[src/rtl/mdio_pkg.sv]
// mdio_pkg: shared types and constants for the Clause-22 MDIO master.
//   state_t   frame sequencing states (IDLE, PRE, ST, OPC, PHY, REG, TA, DATA)
//   OP_WR/OP_RD  opcode field values; ST_C22 start pattern; TA_WR write turnaround
//   op_valid()   true for the two opcodes the master will accept
package mdio_pkg;

  typedef enum logic [2:0] {
    IDLE,
    PRE,
    ST,
    OPC,
    PHY,
    REG,
    TA,
    DATA
  } state_t;

  localparam logic [1:0] OP_WR  = 2'b01;
  localparam logic [1:0] OP_RD  = 2'b10;
  localparam logic [1:0] ST_C22 = 2'b01;
  localparam logic [1:0] TA_WR  = 2'b10;

  function automatic logic op_valid(input logic [1:0] op);
    return (op == OP_WR) || (op == OP_RD);
  endfunction

endpackage

[src/rtl/mdio_clk_gen.sv]
// mdio_clk_gen: MDC generator. A down-counter runs only while en=1 and
// splits each bit period into a low half followed by a high half.
//   clk, RESET  system clock, synchronous active-high reset
//   en          transaction active; counter parks at its top value otherwise
//   mdc         registered management clock (0 while idle)
//   fall_stb    high in the last clk cycle of a bit period (next bit starts)
//   rise_stb    high in the clk cycle whose closing edge raises MDC
module mdio_clk_gen #(
  parameter int CLK_DIV = 4
) (
  input  logic clk,
  input  logic RESET,
  input  logic en,
  output logic mdc,
  output logic fall_stb,
  output logic rise_stb
);

  localparam int DIV_W = $clog2(CLK_DIV);
  localparam logic [DIV_W-1:0] CNT_TOP  = DIV_W'(CLK_DIV - 1);
  localparam logic [DIV_W-1:0] CNT_HALF = DIV_W'(CLK_DIV / 2);

  logic [DIV_W-1:0] cnt;
  logic [DIV_W-1:0] cnt_nxt;

  // Counter value CNT_TOP marks the first (low) cycle of a bit period, so
  // the period always starts with MDC low, including the first bit.
  always_comb begin
    cnt_nxt = CNT_TOP;
    if (en && (cnt != '0)) cnt_nxt = cnt - DIV_W'(1);
  end

  assign fall_stb = en && (cnt == '0);
  assign rise_stb = en && (cnt == CNT_HALF);

  always_ff @(posedge clk) begin
    if (RESET) begin
      cnt <= CNT_TOP;
      mdc <= 1'b0;
    end else begin
      cnt <= cnt_nxt;
      mdc <= (cnt_nxt < CNT_HALF);
    end
  end

endmodule

[src/rtl/mdio_master.sv]
// mdio_master: IEEE 802.3 Clause-22 MDIO management master.
// Frame (MSB first): PRE_LEN ones, ST, OP, PHY_ADR, REG_ADR, TA, DATA.
//   clk, RESET   system clock, synchronous active-high reset
//   MDIO_START   request, taken only while BUSY=0 and OP is write/read
//   OP           2'b01 write, 2'b10 read
//   PHY_ADR, REG_ADR, WR_DATA   frame fields, latched at accept
//   MDIO_IN      pad input, sampled on the clk edge that raises MDC
//   MDC, MDIO_OUT, MDIO_OE      pad side (tristate built by the parent)
//   BUSY         transaction in progress
//   DATA_RDY     one-cycle pulse after the last bit of every transaction
//   RD_DATA      last read result, updated only when a read completes
//   RD_ERR       present only with `define MDIO_RD_ERR_EN: second read TA
//                bit seen high (no PHY answering)
//
// state | meaning
// IDLE  | waiting for a request, MDC held low, pad released
// PRE   | preamble ones (skipped when PRE_LEN=0)
// ST    | start pattern 01
// OPC   | opcode
// PHY   | PHY address
// REG   | register address
// TA    | turnaround: write drives 10, read releases the pad
// DATA  | payload: write drives WR_DATA, read shifts MDIO_IN
module mdio_master
  import mdio_pkg::*;
#(
  parameter int CLK_DIV = 4,
  parameter int PRE_LEN = 32,
  parameter int DATA_W  = 16
) (
  input  logic              clk,
  input  logic              RESET,
  input  logic              MDIO_START,
  input  logic [1:0]        OP,
  input  logic [4:0]        PHY_ADR,
  input  logic [4:0]        REG_ADR,
  input  logic [DATA_W-1:0] WR_DATA,
  input  logic              MDIO_IN,
  output logic              MDC,
  output logic              MDIO_OUT,
  output logic              MDIO_OE,
  output logic              BUSY,
  output logic              DATA_RDY,
  output logic [DATA_W-1:0] RD_DATA
`ifdef MDIO_RD_ERR_EN
  ,
  output logic              RD_ERR
`endif
);

  localparam int CNT_MAX = (PRE_LEN > DATA_W) ? ((PRE_LEN > 5) ? PRE_LEN : 5)
                                              : ((DATA_W > 5) ? DATA_W : 5);
  localparam int CNT_W  = $clog2(CNT_MAX);
  localparam int DIDX_W = $clog2(DATA_W);

  localparam logic [CNT_W-1:0] LEN_PRE  = CNT_W'(PRE_LEN - 1);
  localparam logic [CNT_W-1:0] LEN_2    = CNT_W'(1);
  localparam logic [CNT_W-1:0] LEN_5    = CNT_W'(4);
  localparam logic [CNT_W-1:0] LEN_DATA = CNT_W'(DATA_W - 1);

  state_t             state, state_nxt;
  logic [CNT_W-1:0]   bcnt, bcnt_nxt;
  logic               accept, done;
  logic               out_nxt, oe_nxt;
  logic               fall_stb, rise_stb;
  logic               is_wr;
  logic [1:0]         op_q;
  logic [4:0]         phy_q, reg_q;
  logic [DATA_W-1:0]  wr_q, rx_sr;
`ifdef MDIO_RD_ERR_EN
  logic               ta_err;
`endif

  assign BUSY  = (state != IDLE);
  assign is_wr = (op_q == OP_WR);

  mdio_clk_gen #(.CLK_DIV(CLK_DIV)) u_clk_gen (
    .clk      (clk),
    .RESET    (RESET),
    .en       (BUSY),
    .mdc      (MDC),
    .fall_stb (fall_stb),
    .rise_stb (rise_stb)
  );

  always_ff @(posedge clk) begin
    if (RESET) begin
      state <= IDLE;
      bcnt  <= '0;
    end else begin
      state <= state_nxt;
      bcnt  <= bcnt_nxt;
    end
  end

  always_comb begin
    state_nxt = state;
    bcnt_nxt  = bcnt;
    accept    = 1'b0;
    done      = 1'b0;
    out_nxt   = 1'b0;
    oe_nxt    = 1'b0;

    case (state)
      IDLE: begin
        if (MDIO_START && op_valid(OP)) begin
          accept = 1'b1;
          if (PRE_LEN > 0) begin
            state_nxt = PRE;
            bcnt_nxt  = LEN_PRE;
          end else begin
            state_nxt = ST;
            bcnt_nxt  = LEN_2;
          end
        end
      end
      default: begin
        if (fall_stb) begin
          if (bcnt != '0) begin
            bcnt_nxt = bcnt - CNT_W'(1);
          end else begin
            case (state)
              PRE:     begin state_nxt = ST;   bcnt_nxt = LEN_2;    end
              ST:      begin state_nxt = OPC;  bcnt_nxt = LEN_2;    end
              OPC:     begin state_nxt = PHY;  bcnt_nxt = LEN_5;    end
              PHY:     begin state_nxt = REG;  bcnt_nxt = LEN_5;    end
              REG:     begin state_nxt = TA;   bcnt_nxt = LEN_2;    end
              TA:      begin state_nxt = DATA; bcnt_nxt = LEN_DATA; end
              default: begin state_nxt = IDLE; bcnt_nxt = '0; done = 1'b1; end
            endcase
          end
        end
      end
    endcase

    // Pad values are computed for the upcoming cycle and registered, so the
    // pad only changes at bit-period starts. At accept the target state is
    // PRE or ST, which need only constants, so unlatched fields are never used.
    case (state_nxt)
      PRE: begin out_nxt = 1'b1;                            oe_nxt = 1'b1;  end
      ST:  begin out_nxt = ST_C22[bcnt_nxt[0]];             oe_nxt = 1'b1;  end
      OPC: begin out_nxt = op_q[bcnt_nxt[0]];               oe_nxt = 1'b1;  end
      PHY: begin out_nxt = phy_q[bcnt_nxt[2:0]];            oe_nxt = 1'b1;  end
      REG: begin out_nxt = reg_q[bcnt_nxt[2:0]];            oe_nxt = 1'b1;  end
      TA:  begin out_nxt = is_wr & TA_WR[bcnt_nxt[0]];      oe_nxt = is_wr; end
      DATA: begin
        out_nxt = is_wr & wr_q[bcnt_nxt[DIDX_W-1:0]];
        oe_nxt  = is_wr;
      end
      default: ;
    endcase
  end

  always_ff @(posedge clk) begin
    if (RESET) begin
      MDIO_OUT <= 1'b0;
      MDIO_OE  <= 1'b0;
      DATA_RDY <= 1'b0;
      RD_DATA  <= '0;
      op_q     <= '0;
      phy_q    <= '0;
      reg_q    <= '0;
      wr_q     <= '0;
      rx_sr    <= '0;
`ifdef MDIO_RD_ERR_EN
      ta_err   <= 1'b0;
      RD_ERR   <= 1'b0;
`endif
    end else begin
      MDIO_OUT <= out_nxt;
      MDIO_OE  <= oe_nxt;
      DATA_RDY <= done;
      if (accept) begin
        op_q  <= OP;
        phy_q <= PHY_ADR;
        reg_q <= REG_ADR;
        wr_q  <= WR_DATA;
`ifdef MDIO_RD_ERR_EN
        ta_err <= 1'b0;
        RD_ERR <= 1'b0;
`endif
      end
      if (rise_stb && !is_wr) begin
        if (state == DATA) rx_sr <= {rx_sr[DATA_W-2:0], MDIO_IN};
`ifdef MDIO_RD_ERR_EN
        // A present PHY pulls the second TA bit low.
        if ((state == TA) && (bcnt == '0)) ta_err <= MDIO_IN;
`endif
      end
      // The last data bit was already shifted in at its MDC rise.
      if (done && !is_wr) begin
        RD_DATA <= rx_sr;
`ifdef MDIO_RD_ERR_EN
        RD_ERR  <= ta_err;
`endif
      end
    end
  end

endmodule

[config.mk]
export PLATFORM = sky130hd
export DESIGN_NAME = mdio_master
export DESIGN_NICKNAME = d
export VERILOG_FILES = /design/src/rtl/mdio_pkg.sv /design/src/rtl/mdio_clk_gen.sv /design/src/rtl/mdio_master.sv
export SDC_FILE = /design/constraint.sdc
export NUM_CORES = 1
export LEC_CHECK = 0
export CORE_ASPECT_RATIO = 0.9
export CORE_MARGIN = 2
export CORE_UTILIZATION = 30
export CTS_BUF_LIST = sky130_fd_sc_hd__clkbuf_4
export CTS_CLUSTER_DIAMETER = 120
export DETAILED_ROUTE_END_ITERATION = 16
export SKIP_LAST_GASP = 1
export SLEW_MARGIN = 5
export SYNTH_ARGS = -nofsm -noshare
export SYNTH_HDL_FRONTEND = slang
export SYNTH_SLANG_ARGS = --single-unit
[constraint.sdc]
create_clock -name clk -period 7 [get_ports clk]
set_input_delay 1.75 -clock clk [delete_from_list [all_inputs] [get_ports clk]]
set_output_delay 1.75 -clock clk [all_outputs]
set_load 0.005 [all_outputs]
==> flow_summary.json, run 1 <==
{
  "vias_per_cell": 4.724,
  "ys_warn_count": 0,
  "syn_inst": 389,
  "grt_overflow": 0,
  "cp-start-kind": "input port",
  "hold_viol_final": 0,
  "drc": 0,
  "crit_path_max_fanout": 31,
  "synthSimpleGateAreaFrac_pct": 22.15,
  "ff2ff_setup_slack_ns": 3.88,
  "power.leakage_nw": 1.435,
  "pwr-share-clk_pct": 32.3,
  "crit_type": "input port to register",
  "synthArstFlopShare_pct": 0,
  "pwr-share-seq_pct": 53.6,
  "synth.area.mux_share_pct": 10.05,
  "final_common_cell": "nand2_1",
  "switching_share_pct": 27.56,
  "dp_hpwl_um": 4855,
  "syn_area_per_cell_um2": 8.321,
  "clk_latency_ns": 0.42,
  "cts_sinks": 74,
  "cts-root-buf": "clkbuf_4",
  "initialDrtViolationCount": 116,
  "holdBufCountCts": 0,
  "rsz0062_at_grt": "no",
  "drt.antenna.violating_nets": 0,
  "ff2ff_path_depth": 10,
  "peakVddDrop_uv": 82.46,
  "crit_arrival_ns": 4.62,
  "post_cts_buffers": 0,
  "area_delta_synth_final_pct": 22.65,
  "rows": 35,
  "dr.pass1.iters": 4,
  "cellPowerDensity_nw_per_um2": 209.5,
  "finalWeightedCongestion": 0.7553,
  "ys_types": 48,
  "yosysSeqAreaShare_pct": 45.77,
  "die_h_um": 102.5,
  "min_period_over_period_pct": 61.14,
  "synth_compound_gate_area_share_pct": 13.92,
  "p_switching_uw": 229.2,
  "fin_util_pct": 38.25,
  "cp_top_family": "simple AND/OR/NAND/NOR gates",
  "synth_area_um2": 3237,
  "crit_buf_inv": 1,
  "slew_headroom_pct": 27.69,
  "setup_tns_ns": 0,
  "synth_top_family_by_area": "simple AND/OR/NAND/NOR gates",
  "synthTopCellsByArea": "dfxtp_1 46%, nand2_1 12%, mux2i_1 8.7%, a21oi_1 7.4%, nor2_1 4.4%",
  "post_cts_resized": 0,
  "final_cell_mix": "100 x nand2_1, 74 x dfxtp_1, 51 x clkdlybuf4s50_1",
  "status": "complete, no violations",
  "path_depth": 9,
  "syn_nets": 430,
  "core_um2": 10380,
  "synth_fa_ha_area_share_pct": 3.479,
  "dieArea_um2": 11640,
  "cts_made_buffers": 9,
  "grt_start_max_net_pins": 74,
  "fin_nets": 471,
  "htreeDepth": 3,
  "whs_path_depth": 1,
  "io_buffers": 52,
  "cts_max_path_buffers": 2,
  "grt_util_all_layers_pct": 12.93,
  "die_x_um": 113.5,
  "p_int_uw": 602.4,
  "synth_enable_flop_cells": 0,
  "cp_cell_sequence": "clkdlybuf4s50_1, xor2_1, nand2_1, a21oi_1, a21o_1, a21oi_1, or4_1, o21ai_1, o2bb2ai_1",
  "maxSlewViolCount": 0,
  "synth.top_cell.area_share_pct": 45.77,
  "crit_required_ns": 7.35,
  "synth_top_cell_by_area": "dfxtp_1",
  "dp.cells": 548,
  "fmax_mhz": 233.7,
  "tightest_slew_ns": 1.084,
  "cts_tree": "done",
  "drv_cap": 0,
  "synthXorXnorAreaFrac_pct": 0.5412,
  "end_kind": "register",
  "skew_ns": 0.01523,
  "wl_um": 7229,
  "hp-class": "register to register",
  "boundaryPins": 53,
  "initial_core_util_pct": 31.19,
  "synth-seq-cells": 74,
  "finalSetupViolCount": 0,
  "ys.flop_type": "dfxtp_1",
  "vias": 2669,
  "cp_common_cell": "a21oi_1",
  "cp_slowest_cell": "nand2_1",
  "final_cells": 565,
  "drive_above_1_share_pct": 6.667,
  "fin_crit_ns": 4.280,
  "clk_pin_slew_ns": 0.11,
  "grt_antenna_before_repair": 1,
  "grt_pass1_wl_um": 11990,
  "slowest_delay_ns": 0.64,
  "wl_per_cell_um": 12.79,
  "grt_pass1_vias": 2594,
  "power.share.combinational_pct": 14.1
}
## kinds of logic after synthesis
logic type,Yosys count
and+or+nand+nor,166
AOI/OAI and AO/OA,74
DFF,74
buffers and inverters,32
muxes,32
adders and majority gates,9
xor gates and xnor gates,2
## sequential cells by signal (all words and copies together), names as in the netlist
name and count:
bcnt 5, reg_q 5, MDIO_OUT 1, u_clk_gen.mdc 1, op_q 2, RD_DATA 16
state 3, DATA_RDY 1, wr_q 16, MDIO_OE 1, u_clk_gen.cnt 2, phy_q 5
rx_sr 16
## final cells by class
class | instances | area [um2]
Fill cell | 1073 | 6409
Multi-Input combinational cell | 283 | 1628
Sequential cell | 74 | 1481
Timing Repair Buffer | 53 | 523.0
Tap cell | 129 | 161.4
Clock buffer | 10 | 75.07
Clock inverter | 6 | 65.06
Inverter | 9 | 33.78
Antenna cell | 1 | 2.502
## synth_stat cells, drive strengths merged (3+ instances only)
master    n
nor3      3
o21ai     3
a21oi    48
nand3     5
nor2     38
inv       9
nand2b    3
buf       8
mux2      4
nand4     5
o22ai     4
nor2b     3
mux2i    28
dfxtp    74
ha        9
clkbuf   15
nand2   100
## metrics by stage
step | area [um2] | worst slack, ns | total power [mW] | hold slack, ns
floorplan | 3237 | 3.636 | 0.5355 | 0.3579
global placement | 3827 | 2.418 | 0.5706 | 0.3647
detailed placement | 3827 | 2.324 | 0.5728 | 0.3717
CTS | 3968 | 2.752 | 0.8415 | 0.4000
global route | 3970 | 2.498 | 0.8727 | 0.4152
finish | 3970 | 2.720 | 0.8316 | 0.3925
## path summary, 6_finish.rpt
kind / to / startpoint
min: u_clk_gen.cnt[0]$_SDFF_PP1_ / u_clk_gen.cnt[0]$_SDFF_PP1_
max: MDIO_OUT$_SDFF_PP0_ / OP[1]
min reg2reg: u_clk_gen.cnt[0]$_SDFF_PP1_ / u_clk_gen.cnt[0]$_SDFF_PP1_
max reg2reg: MDIO_OUT$_SDFF_PP0_ / bcnt[0]$_SDFF_PP0_
## power by group through the flow
stage	Combinational, mW	Sequential [mW]	Clock [mW]
floorplan	0.0830	0.452	0
global placement	0.116	0.455	0
detailed placement	0.118	0.455	0
CTS	0.118	0.446	0.277
global route	0.130	0.448	0.295
finish	0.117	0.446	0.269
## metal layers
| layer | vias to the layer above | global-route usage, % | part of all wire (%) |
|---|---|---|---|
| met5 | - | 0 | 0 |
| met3 | 8 | 2.822 | 2.5 |
| met2 | 30 | 20.36 | 46 |
| li1 | 1406 | - | - |
| met1 | 1225 | 17.27 | 50 |
| met4 | 0 | 5.629 | 1.5 |
Power figures use the tool's default switching activity.
==> run 2: changes to the inputs <==
==> constraint.sdc (replaced) <==
create_clock -name clk -period 4.2 [get_ports clk]
set_input_delay 1.05 -clock clk [delete_from_list [all_inputs] [get_ports clk]]
set_output_delay 1.05 -clock clk [all_outputs]
set_load 0.005 [all_outputs]
==> run 2 against run 1 <==
Against the previous run: combinational power rose by 70%; utilization increased by 0.40 points; register-to-register slack lost 2.8 ns; clock skew about the same; global-route usage up 0.52 points; worst hold slack better by 0.0052 ns; first-iteration DRC count increased by 83%; clock-buffer cell count decreased by 1; cell count rose by 0.18%; sequential power up 67%; largest power group unchanged.
==> flow_summary.json, run 2 (same netlist as run 1, synthesis figures left out) <==
{
  "cts_made_buffers": 9,
  "initialDrtViolationCount": 212,
  "cts_tree": "done",
  "rsz0062_at_grt": "no",
  "crit_buf_inv": 1,
  "post_cts_buffers": 0,
  "clk_latency_ns": 0.42,
  "crit_required_ns": 4.55,
  "power.leakage_nw": 1.451,
  "grt_util_all_layers_pct": 13.45,
  "end_kind": "register",
  "cts_max_path_buffers": 2,
  "final_cell_mix": "100 x nand2_1, 74 x dfxtp_1, 51 x clkdlybuf4s50_1",
  "setup_tns_ns": 0,
  "drive_above_1_share_pct": 7.094,
  "cellPowerDensity_nw_per_um2": 362.7,
  "crit_path_max_fanout": 13,
  "dp_hpwl_um": 5175,
  "rows": 35,
  "status": "complete, no violations",
  "slowest_delay_ns": 0.58,
  "maxSlewViolCount": 0,
  "dp_slack_ns": 0.6365,
  "crit_arrival_ns": 3.54,
  "final_common_cell": "nand2_1",
  "drt.antenna.violating_nets": 0,
  "post_cts_resized": 0,
  "largest_registers": "RD_DATA x16, rx_sr x16, wr_q x16",
  "grt_pass1_vias": 2741,
  "htreeDepth": 3,
  "multi_input_area_um2": 1628,
  "clk_pin_slew_ns": 0.13,
  "grt_antenna_before_repair": 0,
  "io_buffers": 52,
  "area_delta_synth_final_pct": 23.93,
  "vias_per_cell": 4.857,
  "core_um2": 10380,
  "vias": 2749,
  "skew_ns": 0.01547,
  "fin_crit_ns": 3.186,
  "holdBufCountCts": 0,
  "crit_type": "input port to register",
  "grt_pass1_wl_um": 12620,
  "dieArea_um2": 11640,
  "die_h_um": 102.5,
  "fmax_mhz": 313.9,
  "min_period_over_period_pct": 75.85,
  "drv_cap": 0,
  "dr.pass1.iters": 6,
  "hold_viol_final": 0,
  "initial_core_util_pct": 31.19,
  "cp_top_family": "compound AO/OA/AOI/OAI gates",
  "finalSetupViolCount": 0,
  "wl_per_cell_um": 12.96,
  "cts-root-buf": "clkbuf_4",
  "cp-start-kind": "input port",
  "slew_headroom_pct": 30.12,
  "wl_um": 7333,
  "peakVddDrop_uv": 121.9,
  "finalWeightedCongestion": 0.8086,
  "worst_slack_ns": 1.015,
  "fillers": 1060,
  "boundaryPins": 53,
  "fin_nets": 473,
  "num_antenna_cells": 0,
  "cts_sinks": 74,
  "grt_start_max_net_pins": 53,
  "grt_overflow": 0,
  "cp_slowest_cell": "clkdlybuf4s50_1",
  "drc": 0,
  "seq_area_um2": 1481,
  "tightest_slew_ns": 1.047,
  "hp-class": "register to register",
  "cp_cell_sequence": "clkdlybuf4s50_1, xor2_1, a221oi_1, o21bai_2, mux2_2, nor2_1, a2111oi_0, nor4_1, o2bb2ai_1",
  "die_x_um": 113.5
}
==> run 2: path summary, 6_finish.rpt <==
path | from | endpoint | slack, ns | cells after the start
worst max-delay path | OP[1] | MDIO_OUT$_SDFF_PP0_ | 1.01 | 9
worst min-delay path | u_clk_gen.cnt[0]$_SDFF_PP1_ | u_clk_gen.cnt[0]$_SDFF_PP1_ | 0.40 | 1
worst max register to register | state[0]$_SDFF_PP0_ | MDIO_OUT$_SDFF_PP0_ | 1.13 | 10
worst min register to register | u_clk_gen.cnt[0]$_SDFF_PP1_ | u_clk_gen.cnt[0]$_SDFF_PP1_ | 0.40 | 1
==> run 2: final cells by class <==
class	count	share of cell area [%]
clock buffers	9	1.684
clock inverters	7	2.527
inverters	9	0.8422
multi-input cells	283	40.58
flip-flops and latches	74	36.93
well taps	129	4.024
repair buffers	55	13.41
==> run 2: stage by stage <==
| stage | std cells | power (mW) | instance area, um2 | utilization, % | hold slack (ns) |
|---|---|---|---|---|---|
| after CTS | 566 | 1.471 | 4011 | 38.65 | 0.4024 |
| final | 566 | 1.455 | 4011 | 38.65 | 0.3978 |
| after floorplan | 389 | 0.8924 | 3237 | - | 0.3579 |
| after global routing | 566 | 1.524 | 4011 | 38.65 | 0.4127 |
| after detailed placement | 550 | 0.9576 | 3842 | 37.02 | 0.3714 |
| after global placement | 550 | 0.9532 | 3842 | 37.02 | 0.3646 |
==> run 2: where the power goes <==
part / leakage, nW / total (mW) / internal [mW] / switching [mW]
sequential: 0.601 / 0.743 / 0.725 / 0.0177
clock: 0.0831 / 0.513 / 0.246 / 0.267
combinational: 0.767 / 0.199 / 0.0912 / 0.108
==> run 2: routing by layer <==
metal / up-vias / track usage [%] / routed length [um]
li1: 1409 / - / -
met1: 1279 / 17.22 / 3445
met2: 50 / 21.93 / 3432
met3: 11 / 2.998 / 322
met4: 0 / 6.098 / 133
met5: - / 0 / 0
